===== config.mk =====
export PLATFORM = sky130hd
export DESIGN_NAME = arc4_crack
export DESIGN_NICKNAME = d
export VERILOG_FILES = /design/src/rtl/arc4_pkg.sv /design/src/rtl/arc4_smem.sv /design/src/rtl/arc4_crack.sv
export SDC_FILE = /design/constraint.sdc
export NUM_CORES = 2
export LEC_CHECK = 0
export ABC_AREA = 1
export BUFFER_PORTS_ARGS = -buffer_cell sky130_fd_sc_hd__buf_2
export CELL_PAD_IN_SITES_DETAIL_PLACEMENT = 2
export CELL_PAD_IN_SITES_GLOBAL_PLACEMENT = 2
export CORE_MARGIN = 4
export CORE_UTILIZATION = 45
export CTS_CLUSTER_DIAMETER = 50
export CTS_CLUSTER_SIZE = 28
export DETAILED_ROUTE_END_ITERATION = 7
export PLACE_DENSITY = 0.93
export SYNTH_ARGS = -nofsm -noshare
export SYNTH_HDL_FRONTEND = slang
export SYNTH_HIERARCHICAL = 1
export SYNTH_SLANG_ARGS = --single-unit

===== constraint.sdc =====
create_clock -name clk -period 30.5 [get_ports clk]
set_input_delay 1.525 -clock clk [delete_from_list [all_inputs] [get_ports clk]]
set_output_delay 1.525 -clock clk [all_outputs]
set_load 0.05 [all_outputs]

===== src/rtl/arc4_pkg.sv =====
// Shared states, constants and helpers for the ARC4 brute-force key-search engine.
package arc4_pkg;
    localparam int S_AW    = 8;
    localparam int S_DEPTH = 256;

    localparam logic [7:0]  PRINT_LO = 8'h20;
    localparam logic [7:0]  PRINT_HI = 8'h7E;
    localparam logic [23:0] KEY_MAX  = 24'hFFFFFF;

    typedef enum logic [4:0] {
        ST_IDLE,
        ST_INIT,
        ST_KSA_RI,
        ST_KSA_J,
        ST_KSA_RJ,
        ST_KSA_SJ,
        ST_KSA_WJ,
        ST_RL_WAIT,
        ST_RL_LEN,
        ST_PRGA_RI,
        ST_PRGA_J,
        ST_PRGA_RJ,
        ST_PRGA_SJ,
        ST_PRGA_WJ,
        ST_PRGA_RP,
        ST_PRGA_X,
        ST_CHECK,
        ST_PAUSE,
        ST_DONE
    } state_t;

    function automatic logic is_print(input logic [7:0] b);
        return (b >= PRINT_LO) && (b <= PRINT_HI);
    endfunction
endpackage


===== src/rtl/arc4_smem.sv =====
// 256x8 single-port synchronous RAM holding the ARC4 S-box; one-cycle read latency.
module arc4_smem
    import arc4_pkg::*;
(
    input  logic            clk,
    input  logic [S_AW-1:0] i_addr,
    input  logic [7:0]      i_wrdata,
    input  logic            i_wren,
    output logic [7:0]      o_rddata
);
    logic [7:0] r_mem [S_DEPTH];
    logic [7:0] r_rddata;

    always_ff @(posedge clk) begin
        if (i_wren) r_mem[i_addr] <= i_wrdata;
        r_rddata <= r_mem[i_addr];
    end

    assign o_rddata = r_rddata;
endmodule


===== src/rtl/arc4_crack.sv =====
// ARC4 key-search engine: per candidate runs S init, KSA and PRGA over ct_mem and
// accepts the key when every decrypted byte is printable ASCII.
module arc4_crack
    import arc4_pkg::*;
#(
    parameter int  KEY_W     = 24,
    parameter int  MSG_DEPTH = 256,
    localparam int ADDR_W    = $clog2(MSG_DEPTH)
) (
    input  logic              clk,
    input  logic              rst_n,
    input  logic              en,
    input  logic [KEY_W+3:0]  initKey,
    input  logic              found,
    input  logic              resume,
    input  logic              mem_en,
    input  logic [7:0]        ct_rddata,
    output logic [ADDR_W-1:0] ct_addr,
    output logic              rdy,
    output logic [KEY_W-1:0]  key,
    output logic              key_valid,
    output logic              checked,
    output logic [ADDR_W-1:0] final_addr,
    output logic [7:0]        final_wrdata,
    output logic              final_wren
);
    state_t            r_state;
    logic              r_rdy, r_key_valid, r_checked, r_final_wren, r_pass;
    logic [KEY_W-1:0]  r_key;
    logic [4:0]        r_stride;
    logic [ADDR_W-1:0] r_ct_addr, r_final_addr, r_n;
    logic [7:0]        r_final_wrdata, r_len;
    logic [7:0]        r_i, r_j, r_si, r_sj;
    logic [1:0]        r_kidx;

    logic [7:0]        w_s_addr, w_s_wd, w_s_rd, w_kbyte, w_plain;
    logic              w_s_we, w_abort, w_exhausted;
    logic [KEY_W:0]    w_key_next;

    arc4_smem u_smem (
        .clk      (clk),
        .i_addr   (w_s_addr),
        .i_wrdata (w_s_wd),
        .i_wren   (w_s_we),
        .o_rddata (w_s_rd)
    );

    assign w_plain     = w_s_rd ^ ct_rddata;
    assign w_key_next  = {1'b0, r_key} + {{(KEY_W-4){1'b0}}, r_stride};
    assign w_exhausted = w_key_next > {1'b0, KEY_MAX};
    // A candidate that has already passed keeps its result even if another instance reports found.
    assign w_abort     = found && (r_state != ST_IDLE) && (r_state != ST_DONE)
                         && !((r_state == ST_CHECK) && r_pass);

    always_comb begin
        case (r_kidx)
            2'd0:    w_kbyte = r_key[23:16];
            2'd1:    w_kbyte = r_key[15:8];
            default: w_kbyte = r_key[7:0];
        endcase
    end

    always_comb begin
        w_s_addr = r_i;
        w_s_wd   = r_si;
        w_s_we   = 1'b0;
        case (r_state)
            ST_INIT: begin
                w_s_wd = r_i;
                w_s_we = 1'b1;
            end
            ST_KSA_RJ, ST_PRGA_RJ: w_s_addr = r_j;
            ST_KSA_SJ, ST_PRGA_SJ: begin
                w_s_wd = w_s_rd;
                w_s_we = 1'b1;
            end
            ST_KSA_WJ, ST_PRGA_WJ: begin
                w_s_addr = r_j;
                w_s_we   = 1'b1;
            end
            ST_PRGA_RI: w_s_addr = r_i + 8'd1;
            ST_PRGA_RP: w_s_addr = r_si + r_sj;
            default: ;
        endcase
    end

    always_ff @(posedge clk) begin
        if (!rst_n) begin
            r_state        <= ST_IDLE;
            r_rdy          <= 1'b1;
            r_key          <= '0;
            r_key_valid    <= 1'b0;
            r_checked      <= 1'b0;
            r_final_wren   <= 1'b0;
            r_final_addr   <= '0;
            r_final_wrdata <= '0;
            r_ct_addr      <= '0;
        end else begin
            r_checked    <= 1'b0;
            r_final_wren <= 1'b0;
            if (w_abort) begin
                r_state     <= ST_DONE;
                r_rdy       <= 1'b1;
                r_key_valid <= 1'b0;
            end else begin
                case (r_state)
                    ST_IDLE, ST_DONE: begin
                        if (en) begin
                            r_key       <= initKey[KEY_W-1:0];
                            r_stride    <= {1'b0, initKey[KEY_W+3:KEY_W]} + 5'd1;
                            r_key_valid <= 1'b0;
                            r_rdy       <= 1'b0;
                            r_i         <= 8'd0;
                            r_state     <= ST_INIT;
                        end
                    end
                    ST_INIT: begin
                        r_i <= r_i + 8'd1;
                        if (r_i == 8'hFF) begin
                            r_j     <= 8'd0;
                            r_kidx  <= 2'd0;
                            r_state <= ST_KSA_RI;
                        end
                    end
                    ST_KSA_RI: r_state <= ST_KSA_J;
                    ST_KSA_J: begin
                        r_si    <= w_s_rd;
                        r_j     <= r_j + w_s_rd + w_kbyte;
                        r_state <= ST_KSA_RJ;
                    end
                    ST_KSA_RJ: r_state <= ST_KSA_SJ;
                    ST_KSA_SJ: r_state <= ST_KSA_WJ;
                    ST_KSA_WJ: begin
                        r_i    <= r_i + 8'd1;
                        r_kidx <= (r_kidx == 2'd2) ? 2'd0 : r_kidx + 2'd1;
                        if (r_i == 8'hFF) begin
                            r_ct_addr <= '0;
                            r_state   <= ST_RL_WAIT;
                        end else begin
                            r_state <= ST_KSA_RI;
                        end
                    end
                    ST_RL_WAIT: r_state <= ST_RL_LEN;
                    ST_RL_LEN: begin
                        r_len <= ct_rddata;
                        r_i   <= 8'd0;
                        r_j   <= 8'd0;
                        r_n   <= 'd1;
                        if (mem_en) begin
                            r_final_wren   <= 1'b1;
                            r_final_addr   <= '0;
                            r_final_wrdata <= ct_rddata;
                        end
                        if (ct_rddata == 8'd0) begin
                            r_pass    <= 1'b1;
                            r_checked <= 1'b1;
                            r_state   <= ST_CHECK;
                        end else begin
                            r_state <= ST_PRGA_RI;
                        end
                    end
                    ST_PRGA_RI: begin
                        r_i       <= r_i + 8'd1;
                        r_ct_addr <= r_n;
                        r_state   <= ST_PRGA_J;
                    end
                    ST_PRGA_J: begin
                        r_si    <= w_s_rd;
                        r_j     <= r_j + w_s_rd;
                        r_state <= ST_PRGA_RJ;
                    end
                    ST_PRGA_RJ: r_state <= ST_PRGA_SJ;
                    ST_PRGA_SJ: begin
                        r_sj    <= w_s_rd;
                        r_state <= ST_PRGA_WJ;
                    end
                    ST_PRGA_WJ: r_state <= ST_PRGA_RP;
                    ST_PRGA_RP: r_state <= ST_PRGA_X;
                    ST_PRGA_X: begin
                        if (!is_print(w_plain)) begin
                            r_pass    <= 1'b0;
                            r_checked <= 1'b1;
                            r_state   <= ST_CHECK;
                        end else begin
                            if (mem_en) begin
                                r_final_wren   <= 1'b1;
                                r_final_addr   <= r_n;
                                r_final_wrdata <= w_plain;
                            end
                            if (r_n == r_len) begin
                                r_pass    <= 1'b1;
                                r_checked <= 1'b1;
                                r_state   <= ST_CHECK;
                            end else begin
                                r_n     <= r_n + 'd1;
                                r_state <= ST_PRGA_RI;
                            end
                        end
                    end
                    ST_CHECK, ST_PAUSE: begin
                        if ((r_state == ST_CHECK) && r_pass) begin
                            r_key_valid <= 1'b1;
                            r_rdy       <= 1'b1;
                            r_state     <= ST_DONE;
                        end else if (resume) begin
                            if (w_exhausted) begin
                                r_rdy   <= 1'b1;
                                r_state <= ST_DONE;
                            end else begin
                                r_key   <= w_key_next[KEY_W-1:0];
                                r_i     <= 8'd0;
                                r_state <= ST_INIT;
                            end
                        end else begin
                            r_state <= ST_PAUSE;
                        end
                    end
                    default: r_state <= ST_IDLE;
                endcase
            end
        end
    end

    assign rdy          = r_rdy;
    assign key          = r_key;
    assign key_valid    = r_key_valid;
    assign checked      = r_checked;
    assign ct_addr      = r_ct_addr;
    assign final_addr   = r_final_addr;
    assign final_wrdata = r_final_wrdata;
    assign final_wren   = r_final_wren;
endmodule


==> results by group <==
Outcome
  • Outcome: finished with violations
  • Violated checks: capacitance limit, slew limit

Synth
  • Synthesized area per cell: 10.1 um^2
  • Proportion of synthesized flip-flops having asynchronous set or reset: 0
  • Synth area leaders: sky130_fd_sc_hd__edfxtp_1 68%, sky130_fd_sc_hd__nand2_1 21%, sky130_fd_sc_hd__nor2_1 2.0%
  • Post-synth EDFFs: 2104
  • Cell accounting for the most synthesized area: sky130_fd_sc_hd__edfxtp_1
  • Number of nets produced by synthesis: 9203
  • Share of the yosys chip area belonging to registers: 0.697
  • Most instantiated flip-flop cell in the synthesis netlist: sky130_fd_sc_hd__edfxtp_1
  • Top-area cell type share of the netlist area: 0.683
  • Synthesized instance count: just over 9000
  • Number of flip-flops and latches in the synthesized netlist: 2169
  • Synth Cell Area: 0.0925 mm^2
  • Number of distinct standard cells referenced by the synthesized netlist: 52
  • Yosys warning total: 6

Die
  • Effective utilization at floorplan: 0.452
  • Placeable core area: 0.205 mm^2
  • Die footprint: 0.213 mm^2
  • Number of standard-cell rows in the floorplan: 166
  • Die Ht: 461 um
  • Width of the die: around 460 um
  • I/O pin cnt: 94

Clocking
  • Number of buffers added to fix hold violations after cts: 0
  • Buffers from clock root to sink, at most: 3
  • Postcts setup bufs: 0
  • CTS tree: yes
  • Insertion delay of the later-clocked pin in the worst-skew pair: 0.93 ns
  • Deepest level of the CTS H-tree: 4
  • Sinks on Clock Net: 2169
  • Inserted Clock Buffers: 218
  • Clock slew at the register clock pins of the worst setup and hold paths: 0.08 ns
  • PostCTS Resize Cnt: 0
  • Root buffer selected by CTS: sky130_fd_sc_hd__clkbuf_16

STA
  • Crit share post-route: 0.245
  • Worst clock skew on the final layout: 0.0761 ns
  • Final number of hold-violating endpoints: 0
  • Actual slew at the worst max-slew pin: 1.67 ns
  • Max-slew violation total from the final report: 284
  • Final count of negative-setup-slack endpoints: 0
  • Fmax achieved: 134 MHz
  • Setup_tns: 0 ns
  • Unrepaired setup endpoints after global routing: no
  • Final critical delay including setup and external delays: 7.46 ns
  • Slew headroom: -0.111

Detailed routing
  • Sum of met3 wire segment lengths after detailed routing: ~43000 um
  • Post-Route M1 WL: 156000 um
  • Remaining routing DRC violations: 0
  • Final routed wire length divided by cell count: 37.8 um
  • Average vias per placed instance: 6.56
  • Detailed-route wire length: 454000 um
  • Antenna-violating nets left: 0
  • Overall via count from detail_route: between 70000 and 80000
  • Routed length on met2: 215000 um
  • Highest Signal Layer: met5
  • DRC marker count from the first detailed-route iteration: 11057
  • Detailed-routing iteration count for the pre-antenna-repair pass: 7

Hold path
  • Type of the most critical hold path: register to register
  • Cell count of the worst hold path: 2

Global routing
  • Number of global-route vias before repair: about 84000
  • Global-route usage over all layers: 0.419
  • First-pass GRT wire length: 642000 um
  • Maximum number of pins on one net before global-route repair: around 210
  • Total grt overflow: 0
  • Antenna violations before repair: 23

Power
  • Power after layout: 9970 uW
  • Power density normalized to cell area: approximately 97 mW/mm^2
  • IR Drop Worst-Case VDD: 0.0767 mV
  • Cell leakage power: 0.0412 uW

Place
  • Routability congestion estimate from global placement: between 0.8 and 0.9
  • Count of input and output buffers: 93
  • Detail Placement HPWL: 234000 um

Finish
  • Number of nets at the end of the flow: a little over 9000
  • Number of filler cells placed in the layout: 20809
  • Commonest cells after routing, fill and taps aside: 5112 x sky130_fd_sc_hd__nand2_1, 2104 x sky130_fd_sc_hd__edfxtp_1, 499 x sky130_fd_sc_hd__nor2_1, 286 x sky130_fd_sc_hd__nand3_1, 222 x sky130_fd_sc_hd__clkbuf_16
  • Most common cell after layout, fill and taps aside: sky130_fd_sc_hd__nand2_1
  • Fraction of final layout cells sized beyond drive strength 1: 0.0667
  • Synthesis-to-layout area growth: 11.5%

Setup path
  • Crit Path Max Fanout: 178
  • Element type at the critical path end: register
  • WP data arrival: around 8.3 ns
  • Path type of the worst setup path: register to register
  • Data required time at the worst endpoint: 31.37 ns
  • Worst setup SP type: register
  • Reg2reg path depth: 22

Run
  • Max-capacitance violation count: 4
cell usage after synthesis (21+ instances only):
| library cell | count |
|---|---|
| sky130_fd_sc_hd__nand4_1 | 21 |
| sky130_fd_sc_hd__o21ai_1 | 122 |
| sky130_fd_sc_hd__o21ai_0 | 66 |
| sky130_fd_sc_hd__nor2_1 | 505 |
| sky130_fd_sc_hd__buf_2 | 190 |
| sky130_fd_sc_hd__nand2_1 | 5116 |
| sky130_fd_sc_hd__nand3_1 | 286 |
| sky130_fd_sc_hd__clkbuf_1 | 180 |
| sky130_fd_sc_hd__a21oi_1 | 82 |
| sky130_fd_sc_hd__buf_1 | 54 |
| sky130_fd_sc_hd__edfxtp_1 | 2104 |
| sky130_fd_sc_hd__ha_1 | 32 |
| sky130_fd_sc_hd__inv_1 | 159 |
| sky130_fd_sc_hd__dfxtp_1 | 65 |
path summary, 6_finish.rpt:
path / startpoint / end / slack [ns]
worst max register to register: r_state[4] / u_smem/o_rddata[5] / 23.04
worst min-delay path: final_addr[2] / final_addr[2] / 0.48
worst min register to register: final_addr[2] / final_addr[2] / 0.48
worst max-delay path: r_state[4] / u_smem/o_rddata[5] / 23.04
metrics by stage:
| stage | utilization | std cells | worst slack (ns) | cell area, um^2 | hold WS (ns) |
|---|---|---|---|---|---|
| after global routing | 0.504 | 11967 | 22.89 | 103000 | 0.490 |
| final | 0.504 | 11984 | 23.04 | 103000 | 0.483 |
| after detailed placement | 0.466 | 11550 | 23.66 | 95300 | 0.459 |
| after CTS | 0.504 | 11966 | 23.30 | 103000 | 0.481 |
| after floorplan | - | 9125 | 20.63 | 92500 | 0.474 |
| after global placement | 0.466 | 11550 | 24.28 | 95300 | 0.455 |
sequential cells by signal, summed over array words and instances (netlist names), 8 cells and up:
signal and count:
u_smem/r_mem 2048, key 24, ct_addr 8, final_addr 8, final_wrdata 8, r_i 8
r_j 8, r_len 8, r_n 8, r_si 8, r_sj 8, u_smem/o_rddata 8
worst max-delay path, cell delays in order (launching register included):
cell                        delay (ns)
sky130_fd_sc_hd__dfxtp_1          0.54
sky130_fd_sc_hd__nor3_1           0.17
sky130_fd_sc_hd__nand2_1          0.47
sky130_fd_sc_hd__inv_1            0.28
sky130_fd_sc_hd__nor3_2           0.58
sky130_fd_sc_hd__nand2_1          0.21
sky130_fd_sc_hd__o2111ai_4        0.18
sky130_fd_sc_hd__buf_4            0.67
sky130_fd_sc_hd__buf_4            0.79
sky130_fd_sc_hd__buf_12           0.61
sky130_fd_sc_hd__buf_4            0.89
sky130_fd_sc_hd__nand2_1          0.16
sky130_fd_sc_hd__nand2_1          0.15
sky130_fd_sc_hd__nand2_1          0.09
sky130_fd_sc_hd__nand2_1          0.14
sky130_fd_sc_hd__nand2_1          0.07
sky130_fd_sc_hd__nand2_1          0.21
sky130_fd_sc_hd__o21ai_1          0.15
sky130_fd_sc_hd__nand2_1          0.23
sky130_fd_sc_hd__nor2_1           0.08
sky130_fd_sc_hd__nor2_1           0.20
sky130_fd_sc_hd__nor2_1           0.17
sky130_fd_sc_hd__nand2_1          0.12
layout make-up:
cell class              count  area [um^2]  area share
repair buffers            176         1230      0.0119
clock buffers             234         5620      0.0545
flip-flops and latches   2169        64500       0.626
diodes                     18         45.0    0.000437
multi-input cells        6347        25500       0.248
clock inverters           182         2140      0.0208
inverters                 170          672     0.00652
well taps                2688         3360      0.0326
report_power, final:
part           leakage, uW  switching, uW  internal [uW]  total, uW
sequential          0.0195           73.8           3580       3650
clock              0.00371           1520           1560       3080
combinational       0.0180           2670            568       3240
total               0.0412           4270           5700       9970
cell families (layout without fill, tap and decap cells):
family                   Yosys count  after routing  share of synthesized area
AO/OA/AOI/OAI                    319            319                     0.0188
XOR/XNOR                          22             22                    0.00208
adder cells (fa/ha/maj)           36             36                    0.00519
buffers and inverters            609            762                     0.0283
flip-flops                      2169           2169                      0.697
other                              0             18                          0
AND/OR/NAND/NOR                 5970           5970                      0.249
routing by layer:
| layer | vias up | global-route usage |
|---|---|---|
| met5 | - | 0 |
| met4 | 26 | 0.302 |
| met3 | 2177 | 0.0928 |
| met2 | 6343 | 0.686 |
| met1 | 40174 | 0.487 |
| li1 | 29934 | - |
Power figures use the tool's default switching activity.
